--- config.mk ---
export PLATFORM = sky130hd
export DESIGN_NAME = pipo_write_arbiter
export DESIGN_NICKNAME = d
export VERILOG_FILES = /design/src/rtl/pipo_arb_pkg.sv /design/src/rtl/pipo_reg.sv /design/src/rtl/pipo_write_arbiter.sv
export SDC_FILE = /design/constraint.sdc
export NUM_CORES = 1
export LEC_CHECK = 0
export CORE_MARGIN = 1
export CORE_UTILIZATION = 42
export CTS_CLUSTER_DIAMETER = 100
export DETAILED_ROUTE_END_ITERATION = 10
export PLACE_DENSITY = 0.78
export SLEW_MARGIN = 15
export SYNTH_ARGS = -nofsm -noshare
export SYNTH_HDL_FRONTEND = slang
export SYNTH_SLANG_ARGS = --single-unit
--- constraint.sdc ---
create_clock -name clk -period 2 [get_ports clk]
set_input_delay 0.6 -clock clk [delete_from_list [all_inputs] [get_ports clk]]
set_output_delay 0.6 -clock clk [all_outputs]
set_load 0.02 [all_outputs]
--- src/rtl/pipo_arb_pkg.sv ---
// Shared types for the PIPO write arbiter: FSM state encoding.
package pipo_arb_pkg;

  typedef enum logic [1:0] {
    IDLE  = 2'd0,
    GRANT = 2'd1,
    ACK   = 2'd2
  } arb_state_e;

endpackage

--- src/rtl/pipo_reg.sv ---
// WIDTH-bit parallel-in/parallel-out holding register with load enable
// and asynchronous active-low clear.
module pipo_reg #(
  parameter int WIDTH = 4
) (
  input  logic             clk,
  input  logic             reset,
  input  logic             load,
  input  logic [WIDTH-1:0] d,
  output logic [WIDTH-1:0] q
);

  logic [WIDTH-1:0] data_q;

  always_ff @(posedge clk or negedge reset) begin
    if (!reset) begin
      data_q <= '0;
    end else if (load) begin
      data_q <= d;
    end
  end

  assign q = data_q;

endmodule

--- src/rtl/pipo_write_arbiter.sv ---
// Round-robin arbiter granting NUM_REQ requesters single-word writes into
// one shared PIPO register, with a one-cycle ack per completed write.
module pipo_write_arbiter
  import pipo_arb_pkg::*;
#(
  parameter  int NUM_REQ = 4,
  parameter  int WIDTH   = 4,
  localparam int IDXW    = $clog2(NUM_REQ)
) (
  input  logic                     clk,
  input  logic                     reset,
  input  logic [NUM_REQ-1:0]       req,
  input  logic [NUM_REQ*WIDTH-1:0] data_in,
  output logic [NUM_REQ-1:0]       gnt,
  output logic [NUM_REQ-1:0]       ack,
  output logic [WIDTH-1:0]         q,
  output logic                     q_valid,
  output logic [IDXW-1:0]          owner
);

  arb_state_e         state_q;
  logic [NUM_REQ-1:0] gnt_q;
  logic [NUM_REQ-1:0] ack_q;
  logic [IDXW-1:0]    ptr_q;
  logic [IDXW-1:0]    owner_q;
  logic               q_valid_q;
  logic               load;
  logic [WIDTH-1:0]   load_d;
  logic [IDXW-1:0]    pick_d;

  // First asserted request strictly after p, wrapping; p itself is checked last.
  function automatic logic [IDXW-1:0] rr_pick(input logic [NUM_REQ-1:0] r,
                                              input logic [IDXW-1:0]    p);
    logic [IDXW-1:0] w;
    logic            found;
    int              idx;
    w     = '0;
    found = 1'b0;
    for (int i = 1; i <= NUM_REQ; i++) begin
      idx = (int'(p) + i) % NUM_REQ;
      if (!found && r[idx]) begin
        w     = IDXW'(idx);
        found = 1'b1;
      end
    end
    return w;
  endfunction

  function automatic logic [NUM_REQ-1:0] onehot(input logic [IDXW-1:0] i);
    logic [NUM_REQ-1:0] v;
    v = '0;
    for (int k = 0; k < NUM_REQ; k++) begin
      if (IDXW'(k) == i) v[k] = 1'b1;
    end
    return v;
  endfunction

  assign pick_d = rr_pick(req, ptr_q);

  // ptr_q holds the current winner while in GRANT/ACK.
  assign load   = (state_q == GRANT) && req[ptr_q];
  assign load_d = data_in[ptr_q*WIDTH +: WIDTH];

  always_ff @(posedge clk or negedge reset) begin
    if (!reset) begin
      state_q   <= IDLE;
      gnt_q     <= '0;
      ack_q     <= '0;
      ptr_q     <= IDXW'(NUM_REQ - 1);
      owner_q   <= '0;
      q_valid_q <= 1'b0;
    end else begin
      case (state_q)
        IDLE: begin
          if (|req) begin
            gnt_q   <= onehot(pick_d);
            ptr_q   <= pick_d;
            state_q <= GRANT;
          end else begin
            gnt_q <= '0;
          end
        end
        GRANT: begin
          if (req[ptr_q]) begin
            owner_q   <= ptr_q;
            q_valid_q <= 1'b1;
            ack_q     <= gnt_q;
            state_q   <= ACK;
          end else begin
            gnt_q   <= '0;
            state_q <= IDLE;
          end
        end
        ACK: begin
          ack_q   <= '0;
          gnt_q   <= '0;
          state_q <= IDLE;
        end
        default: begin
          ack_q   <= '0;
          gnt_q   <= '0;
          state_q <= IDLE;
        end
      endcase
    end
  end

  pipo_reg #(.WIDTH(WIDTH)) u_reg (
    .clk   (clk),
    .reset (reset),
    .load  (load),
    .d     (load_d),
    .q     (q)
  );

  assign gnt     = gnt_q;
  assign ack     = ack_q;
  assign q_valid = q_valid_q;
  assign owner   = owner_q;

endmodule

After elaboration in Yosys (flattened, before gate mapping)
Index checks and enable logic that the tools add are counted.
{"block": "word_totals", "reg_bits": 19, "input_bits": 22, "out_inout_bits": 15, "wordCells": 79}
{"block": "op_classes", "n_addsub": 4, "magnitude_cmp": 5, "eq_ne": 7, "n_shift": 1, "n_mux": 33, "n_bitwise": 5, "reduce_logical": 17}
{"op": "$lt A3 B4 Y1 const B", "count": 4}
{"op": "$mux W1", "count": 16}
{"op": "$pmux W4 S2", "count": 2}
{"op": "$shiftx A16 B5 Y4", "count": 1}
{"op": "$mux W2", "count": 6}
{"op": "$mux W4", "count": 3}
{"op": "$bmux W1 S2", "count": 5}
{"op": "$reduce_or A2 Y1", "count": 4}
{"op": "$reduce_and A2 Y1", "count": 3}
{"op": "$add A2 B1 Y2 const B", "count": 2}
{"op": "$add A2 B2 Y2 const B", "count": 2}
{"op": "$and A1 B1 Y1 const A", "count": 4}
{"op": "$eq A2 B2 Y1 const A", "count": 2}
{"op": "$logic_and A1 B1 Y1", "count": 4}
{"op": "$logic_not A2 Y1", "count": 2}
{"op": "$ne A2 B2 Y1 const B", "count": 2}
{"op": "$pmux W2 S2", "count": 1}
{"op": "$reduce_or A4 Y1", "count": 1}
{"op": "$logic_not A1 Y1", "count": 3}
{"op": "$lt A2 B3 Y1 const B", "count": 1}
{"op": "$eq A1 B2 Y1 const A", "count": 1}
{"op": "$eq A2 B1 Y1 const B", "count": 1}
{"op": "$ne A2 B1 Y1 const B", "count": 1}
{"op": "$not A1 Y1", "count": 1}

Longest topological paths before layout
Gate-level depths: netlist (run 1).
{"block": "depth", "ltp_word": 20, "mapped_depth": 6, "depth_no_buf": 5}

Hierarchy
A second synthesis (run 1) with hierarchy kept.
{"block": "unflattened", "cells_unflattened": 66, "hier_area_um2": 900.9}
{"mod": "pipo_write_arbiter", "n_inst": 1, "cells_per_inst": 58, "area_per_inst_um2": 755.7, "seq_area_each_um2": 377.9}
{"mod": "pipo_reg", "n_inst": 1, "cells_per_inst": 8, "area_per_inst_um2": 145.1, "seq_area_each_um2": 100.1}

Least setup slack after synthesis (run 1)
OpenSTA, ideal clock, no wires.
{"block": "synth_path", "kind": "flip-flop to flip-flop", "from": "reg ptr_q[0]", "to": "reg ack_q[0] (netlist: ack[0])", "setup_time_ns": 0.121, "arrival_ns": 1.632, "required_ns": 1.879, "slack_ns": 0.247, "stages_incl_launch_ff": 7, "n_path_buf": 2, "synth_period_minus_slack_ns": 1.753, "path_cell_list": "dfstp_2 -> buf_6 -> mux4_2 -> nand2_2 -> nor2_4 -> buf_8 -> a22o_1"}
{"block": "synth_between", "elab_chain_cells": 4}
{"item": "start, declared", "line_no": "pipo_write_arbiter.sv:24", "rtl": "logic [IDXW-1:0] ptr_q;"}
{"item": "start signal, assigned", "line_no": "pipo_write_arbiter.sv:69", "rtl": "ptr_q <= IDXW'(NUM_REQ - 1);"}
{"item": "start signal, assigned", "line_no": "pipo_write_arbiter.sv:77", "rtl": "ptr_q <= pick_d;"}
{"item": "$bmux W1 S2", "line_no": "pipo_write_arbiter.sv:84", "rtl": "if (req[ptr_q]) begin"}
{"item": "$mux W1 (implied by the code)", "line_no": "pipo_write_arbiter.sv:84"}
{"item": "$ne A2 B1 Y1 (no line)"}
{"item": "$reduce_and A2 Y1 (no line)"}
{"item": "end signal, assigned", "line_no": "pipo_write_arbiter.sv:87", "rtl": "ack_q <= gnt_q;"}
{"item": "end, declared", "line_no": "pipo_write_arbiter.sv:23", "rtl": "logic [NUM_REQ-1:0] ack_q;"}
No other way between the ends. The select of a mux whose other input is x is not followed.
A chain may end at the register's enable or synchronous reset.

Worst setup path after layout (run 1)
{"block": "layout_path", "from": "in req[3]", "to": "reg owner_q[0] (netlist: owner[0])"}
{"block": "layout_between", "elab_chain_cells": 3}
{"item": "start, declared", "line_no": "pipo_write_arbiter.sv:12", "rtl": "input logic [NUM_REQ-1:0] req,"}
{"item": "$bmux W1 S2", "line_no": "pipo_write_arbiter.sv:84"}
{"item": "$mux W1 (implied by the code)", "line_no": "pipo_write_arbiter.sv:84"}
{"item": "$reduce_and A2 Y1 (no line)"}
{"item": "end signal, assigned", "line_no": "pipo_write_arbiter.sv:85", "rtl": "owner_q <= ptr_q;"}
{"item": "end, declared", "line_no": "pipo_write_arbiter.sv:25", "rtl": "logic [IDXW-1:0] owner_q;"}
No other way between the ends. The select of a mux whose other input is x is not followed.

==> results.toml, run 1 <==
[yosys]
synth_cells = 68
synth_top_family_by_area = "multiplexers"
synth_top_area_frac = 0.4545
synth_adder_area_share = 0
synth_seq_cells = 19
synth-xor-area-share = 0
synth_compound_area_frac = 0.1524
synth.net_count = 90
synth.area.top_cells = "dfrtp_1 (45%), mux4_1 (11%), mux2_2 (7.2%)"
yosysTopAreaCell = "dfrtp_1"
syn_area_per_cell_sq_um = 13.76
synth.distinct_cells = 27
synth_seq_area_share = 0.5107
syn_area_sq_um = 935.9
synth_mux_area_frac = 0.2193
synthSimpleGateAreaFrac = 0.06818
yosys_warnings = 0

[pwr]
p_seq_frac = 0.360
p_total_uw = 1975
power_switching_uw = 747.9
ir_drop_mv = 0.9094
share_comb_of_total_power = 0.544
powerDensity_mw_per_mm2 = 1420
leakagePower_uw = 0.0005976
clkPwrFrac = 0.096
p_int_uw = 1227
switching_share = 0.3787

[timing]
finalSetupViolCount = 0
relSlewSlack = 0.7464
fmax_ghz = 0.5248
fin_skew_ps = 2.858
finalHoldViolations = 0
setup_tns_ps = 0
tightest_slew_ps = 379.5
slew_viol_final = 0
rsz0062_at_grt = "no"
fin_crit_ps = 1906
finalCritPeriodShare = 0.9528

[clock_tree]
htreeDepth = 1
post_cts_buffers = 0
clockBufferDepth = 2
path_clk_slew_ps = 110
worstSkewPairLatency_ps = 290
cts_tree = "yes"
hold_buffers = 0
numCtsBuffers = 3
cts_resized = 0
root_buffer = "clkbuf_4"
cts.sinks = 19

[worst_setup_path]
worstPathCellList = "clkdlybuf4s50_1 > mux4_2 > nand2_2 > nor2_4 > mux2_2"
crit_arrival_ps = 2100
path_buf_inv = 1
worst_ep_required_time_ps = 2190
critPathSlowestCell = "clkdlybuf4s50_1"
endpoint_kind = "flop"
r2r_start = "ptr_q[0]"
crit_family = "multiplexers"
reg2reg_to = "owner[0]"
critPathLaunchType = "primary input"
reg2regPathDepth = 4
cp_slowest_stage_delay_ps = 480
path_class = "in2reg"
r2r_slack_ps = 160
cp_max_fo = 16
startpoint = "req[3]"

[route]
wl_per_cell_um = 13.98
route.detailed.drc = 0
firstDrtPassIters = 3
vias = 755
vias_per_cell = 5.393
ant_nets = 0
wl_um = 1957
drt_iter0_markers = 19

[finish]
final_common_cell = "clkdlybuf4s50_1"
postLayoutCellArea_sq_mm = 0.001391
n_antenna_cell = 0
drive_gt1_frac = 0.2212
n_fill_cell = 166
fin_nets = 136
area_growth_pct = 48.66
layout_common_cells = "clkdlybuf4s50_1 (36), dfrtp_1 (17), buf_4 (8), a22o_1 (6), mux2_2 (6)"

[grt]
antenna_found_initial = 0
grt_pass1_wl_um = 3229
overflow = 0
first_global_vias = 717
grt_usage = 0.1771
grt_max_degree = 20

[hold_path]
worstHoldStart = "q_valid"
hold_path.class = "reg2reg"
whs_path_depth = 1
worstHoldEndpoint = "q_valid"

[place]
place_area_sq_mm = 0.001359
numPortBuffers = 36
place_congestion = 0.8817
dp_hpwl_um = 1490

[die]
boundaryPins = 37
fp.dieW_um = 49.21
die_height_um = 49.21
core_sq_mm = 0.002022
rows = 16
die_area_sq_mm = 0.002421
start_util = 0.4629

[status]
outcome = "complete, no violations"

[job]
maxCapViolCount = 0
==> metal layers <==
| metal | vias up | share of wire | global-route usage |
|---|---|---|---|
| met1 | 376 | 0.43 | 0.2016 |
| li1 | 353 | - | - |
| met2 | 26 | 0.50 | 0.3265 |
| met3 | 0 | 0.069 | 0.05296 |
| met5 | - | 0 | 0 |
| met4 | 0 | 0 | 0.02941 |
==> power by group through the flow <==
stage	clock (uW)	sequential, uW	combinational (uW)
final	190	710	1070
after global routing	208	732	1160
after floorplan	0	826	544
after CTS	200	710	1080
after detailed placement	0	717	1080
after global placement	0	714	1060
==> stage by stage <==
step           setup slack (ps)  cells  hold WS, ps  utilization
2_1_floorplan             246.6     68        304.4            -
3_3_place_gp             -196.4    136        453.1       0.6720
3_5_place_dp             -239.3    136        470.4       0.6720
4_1_cts                   83.97    140        495.7       0.6856
5_1_grt                   16.49    140        531.5       0.6881
6_report                  94.44    140        491.0       0.6881
==> cell families after synthesis <==
kind of cell | Yosys count
flops | 19
compound gates | 20
simple gates | 10
buf+inv | 7
mux | 12
==> registers in the layout, indices dropped and copies added, names as in the netlist <==
register,cells
u_reg.q,4
state_q,2
owner,2
ack,4
ptr_q,2
q_valid,1
gnt,4
==> synthesized netlist by cell type <==
master     number
a22o_1          6
a21bo_2         1
mux2i_1         1
nand2_1         1
dfrtp_1        17
buf_6           1
dfstp_2         2
nand2b_1        2
mux2_2          6
nor4_1          1
a211oi_1        1
or3_1           1
o2bb2ai_1       2
nor2_4          1
nand2_2         1
o21ai_0         4
inv_1           4
a21oi_1         4
nor3_1          1
mux4_1          4
o22ai_1         1
buf_2           1
or2_1           1
and3_1          1
a211o_1         1
buf_8           1
mux4_2          1
==> area by class of cell <==
type / count / area, sq um / share of cell area
Timing Repair Buffer: 44 / 420.4 / 0.3022
Tap cell: 27 / 33.78 / 0.02428
Sequential cell: 19 / 478.0 / 0.3435
Inverter: 4 / 15.01 / 0.01079
Clock buffer: 3 / 22.52 / 0.01619
Clock inverter: 1 / 5.005 / 0.003597
Multi-Input combinational cell: 42 / 416.7 / 0.2995
==> how the worst max path moves through the flow <==
stage,endpoint,slack [ps],cells past startpoint
3_3_place_gp,u_reg.q[3],-200,5
4_1_cts,gnt[0],80,1
6_report,owner[0],90,5
5_1_grt,owner[0],20,5
2_1_floorplan,ack[0],250,6
3_5_place_dp,owner[0],-240,5
No activity file was read; power rests on OpenSTA's default activity.
==> inputs of run 2 (changes only) <==
CORE_MARGIN = default   (was 1)
CTS_CLUSTER_DIAMETER = default   (was 100)
==> results of run 2 <==
Final layout, timing and power as in run 1 (identical DEF).
==> inputs of run 3 (changes only) <==
clock period = 1.85 ns   (was 2 ns; I/O delays follow)
==> run 3 against run 2 <==
  * Via count up 1.3%
  * Final area is 3.7% higher
  * Register-to-register slack got worse by 50 ps
  * Sequential share of layout area decreased by 1.2 points
  * Highest routed layer is now met4
==> results.toml, run 3 (synthesized netlist as in run 1, its figures left out) <==
[timing]
whs_ps = 486.4
fin_crit_ps = 1822
slew_viol_final = 0
finalHoldViolations = 0
fin_ws_ps = 28.39
finalCritPeriodShare = 0.9847
fmax_ghz = 0.5490
relSlewSlack = 0.8092
rsz0062_at_grt = "no"
tightest_slew_ps = 284.6
fin_skew_ps = 1.250
finalSetupViolCount = 0

[die]
boundaryPins = 37
core_sq_mm = 0.002022
rows = 16
fp.dieW_um = 49.21
start_util = 0.4629
die_area_sq_mm = 0.002421
die_height_um = 49.21

[route]
firstDrtPassIters = 4
vias_per_cell = 5.350
wl_per_cell_um = 14.20
route.detailed.drc = 0
ant_nets = 0
drt_iter0_markers = 13
wl_um = 2031
vias = 765

[hold_path]
worstHoldEndpoint = "q_valid"
hold_path.class = "reg2reg"
whs_path_depth = 1
worstHoldStart = "q_valid"

[grt]
first_global_vias = 777
gr-max-usage-layer = "met2"
antenna_found_initial = 0
overflow = 0
grt_pass1_wl_um = 3374
grt_usage = 0.1845
grt_max_degree = 20
grt_use_met3 = 0.03738
met2_usage = 0.3265
met1_usage = 0.2157

[clock_tree]
cts_tree = "yes"
root_buffer = "clkbuf_4"
clockBufferDepth = 2
cts.sinks = 19
htreeDepth = 1
path_clk_slew_ps = 100
worstSkewPairLatency_ps = 290
numCtsBuffers = 3

[finish]
layout_common_cells = "clkdlybuf4s50_1 (26), dfrtp_1 (17), buf_4 (10), dlymetal6s2s_1 (8)"
final_common_cell = "clkdlybuf4s50_1"
area_growth_pct = 54.14
n_antenna_cell = 0
final_util = 0.7135
drive_gt1_frac = 0.2328
final_cells = 143
fin_nets = 139

[worst_setup_path]
endpoint_kind = "flop"
critPathLaunchType = "primary input"
reg2regPathDepth = 5
cp_max_fo = 9
r2r_start = "ptr_q[0]"
crit_arrival_ps = 2000
path_class = "in2reg"
worst_ep_required_time_ps = 2030
reg2reg_to = "ack[0]"
r2r_slack_ps = 110

[pwr]
powerDensity_mw_per_mm2 = 1518
ir_drop_mv = 0.8934
leakagePower_uw = 0.0007243
p_total_uw = 2190

[place]
dp_hpwl_um = 1517
dpl.cell_count = 137
place_congestion = 0.9014
numPortBuffers = 36
dpl_worst_slack_ps = -336.0

[job]
maxCapViolCount = 0

[status]
outcome = "complete, no violations"
run 3: cell types whose count changed in the layout (fill, tap and decap cells not counted):
cell	change
dlymetal6s2s_1	+8
clkdlybuf4s50_1	-10
dlygate4sd2_1	+2
clkbuf_1	+1
clkinv_2	-1
buf_4	+2
o21ai_0	-1
o21ai_1	+1
buf_12	+1
run 3: layout make-up:
type	instances	area (sq um)
inverters	4	15.01
well taps	27	33.78
flip-flops and latches	19	478.0
clock buffers	4	26.28
fillers	146	579.3
multi-input cells	42	416.7
repair buffers	47	473.0
run 3: worst max-delay path, stage by stage:
cell and delay [ps]:
clkdlybuf4s50_1 410, mux4_2 480, nand2_2 110, nor2_4 70
buf_12 140, a22o_1 230
run 3: worst max path at each step:
stage / from / to / slack [ps] / depth (start not counted)
after floorplan: ptr_q[0] / ack[0] / 100 / 6
after global placement: req[1] / u_reg.q[3] / -300 / 5
after detailed placement: req[1] / owner[0] / -340 / 5
after CTS: gnt[2] / gnt[2] / 1 / 1
after global routing: u_reg.q[0] / q[0] / 2 / 1
final: req[2] / ack[0] / 30 / 6
run 3: power breakdown:
group / switching (uW) / internal, uW / total [uW]
registers: 120 / 615 / 736
logic: 576 / 675 / 1250
clock network: 119 / 83.8 / 203
run 3: what timing repair did:
action / CTS / global route
resized for setup: 2 / 10
pin swaps: 2 / 2
hold buffers: 0 / 0
endpoints found under the setup margin: 8 / 16
buffers inserted: 1 / 1
run 3: stage by stage:
step	setup TNS, ps	instance area (sq um)
3_5_place_dp	-3997	1366
2_1_floorplan	0	935.9
6_report	0	1443
3_3_place_gp	-3674	1366
4_1_cts	0	1410
5_1_grt	0	1443
run 3: metal layers:
| metal | routed length, um | share of wire |
|---|---|---|
| met5 | 0 | 0 |
| met4 | 29 | 0.014 |
| met3 | 130 | 0.064 |
| met2 | 984 | 0.48 |
| met1 | 885 | 0.44 |
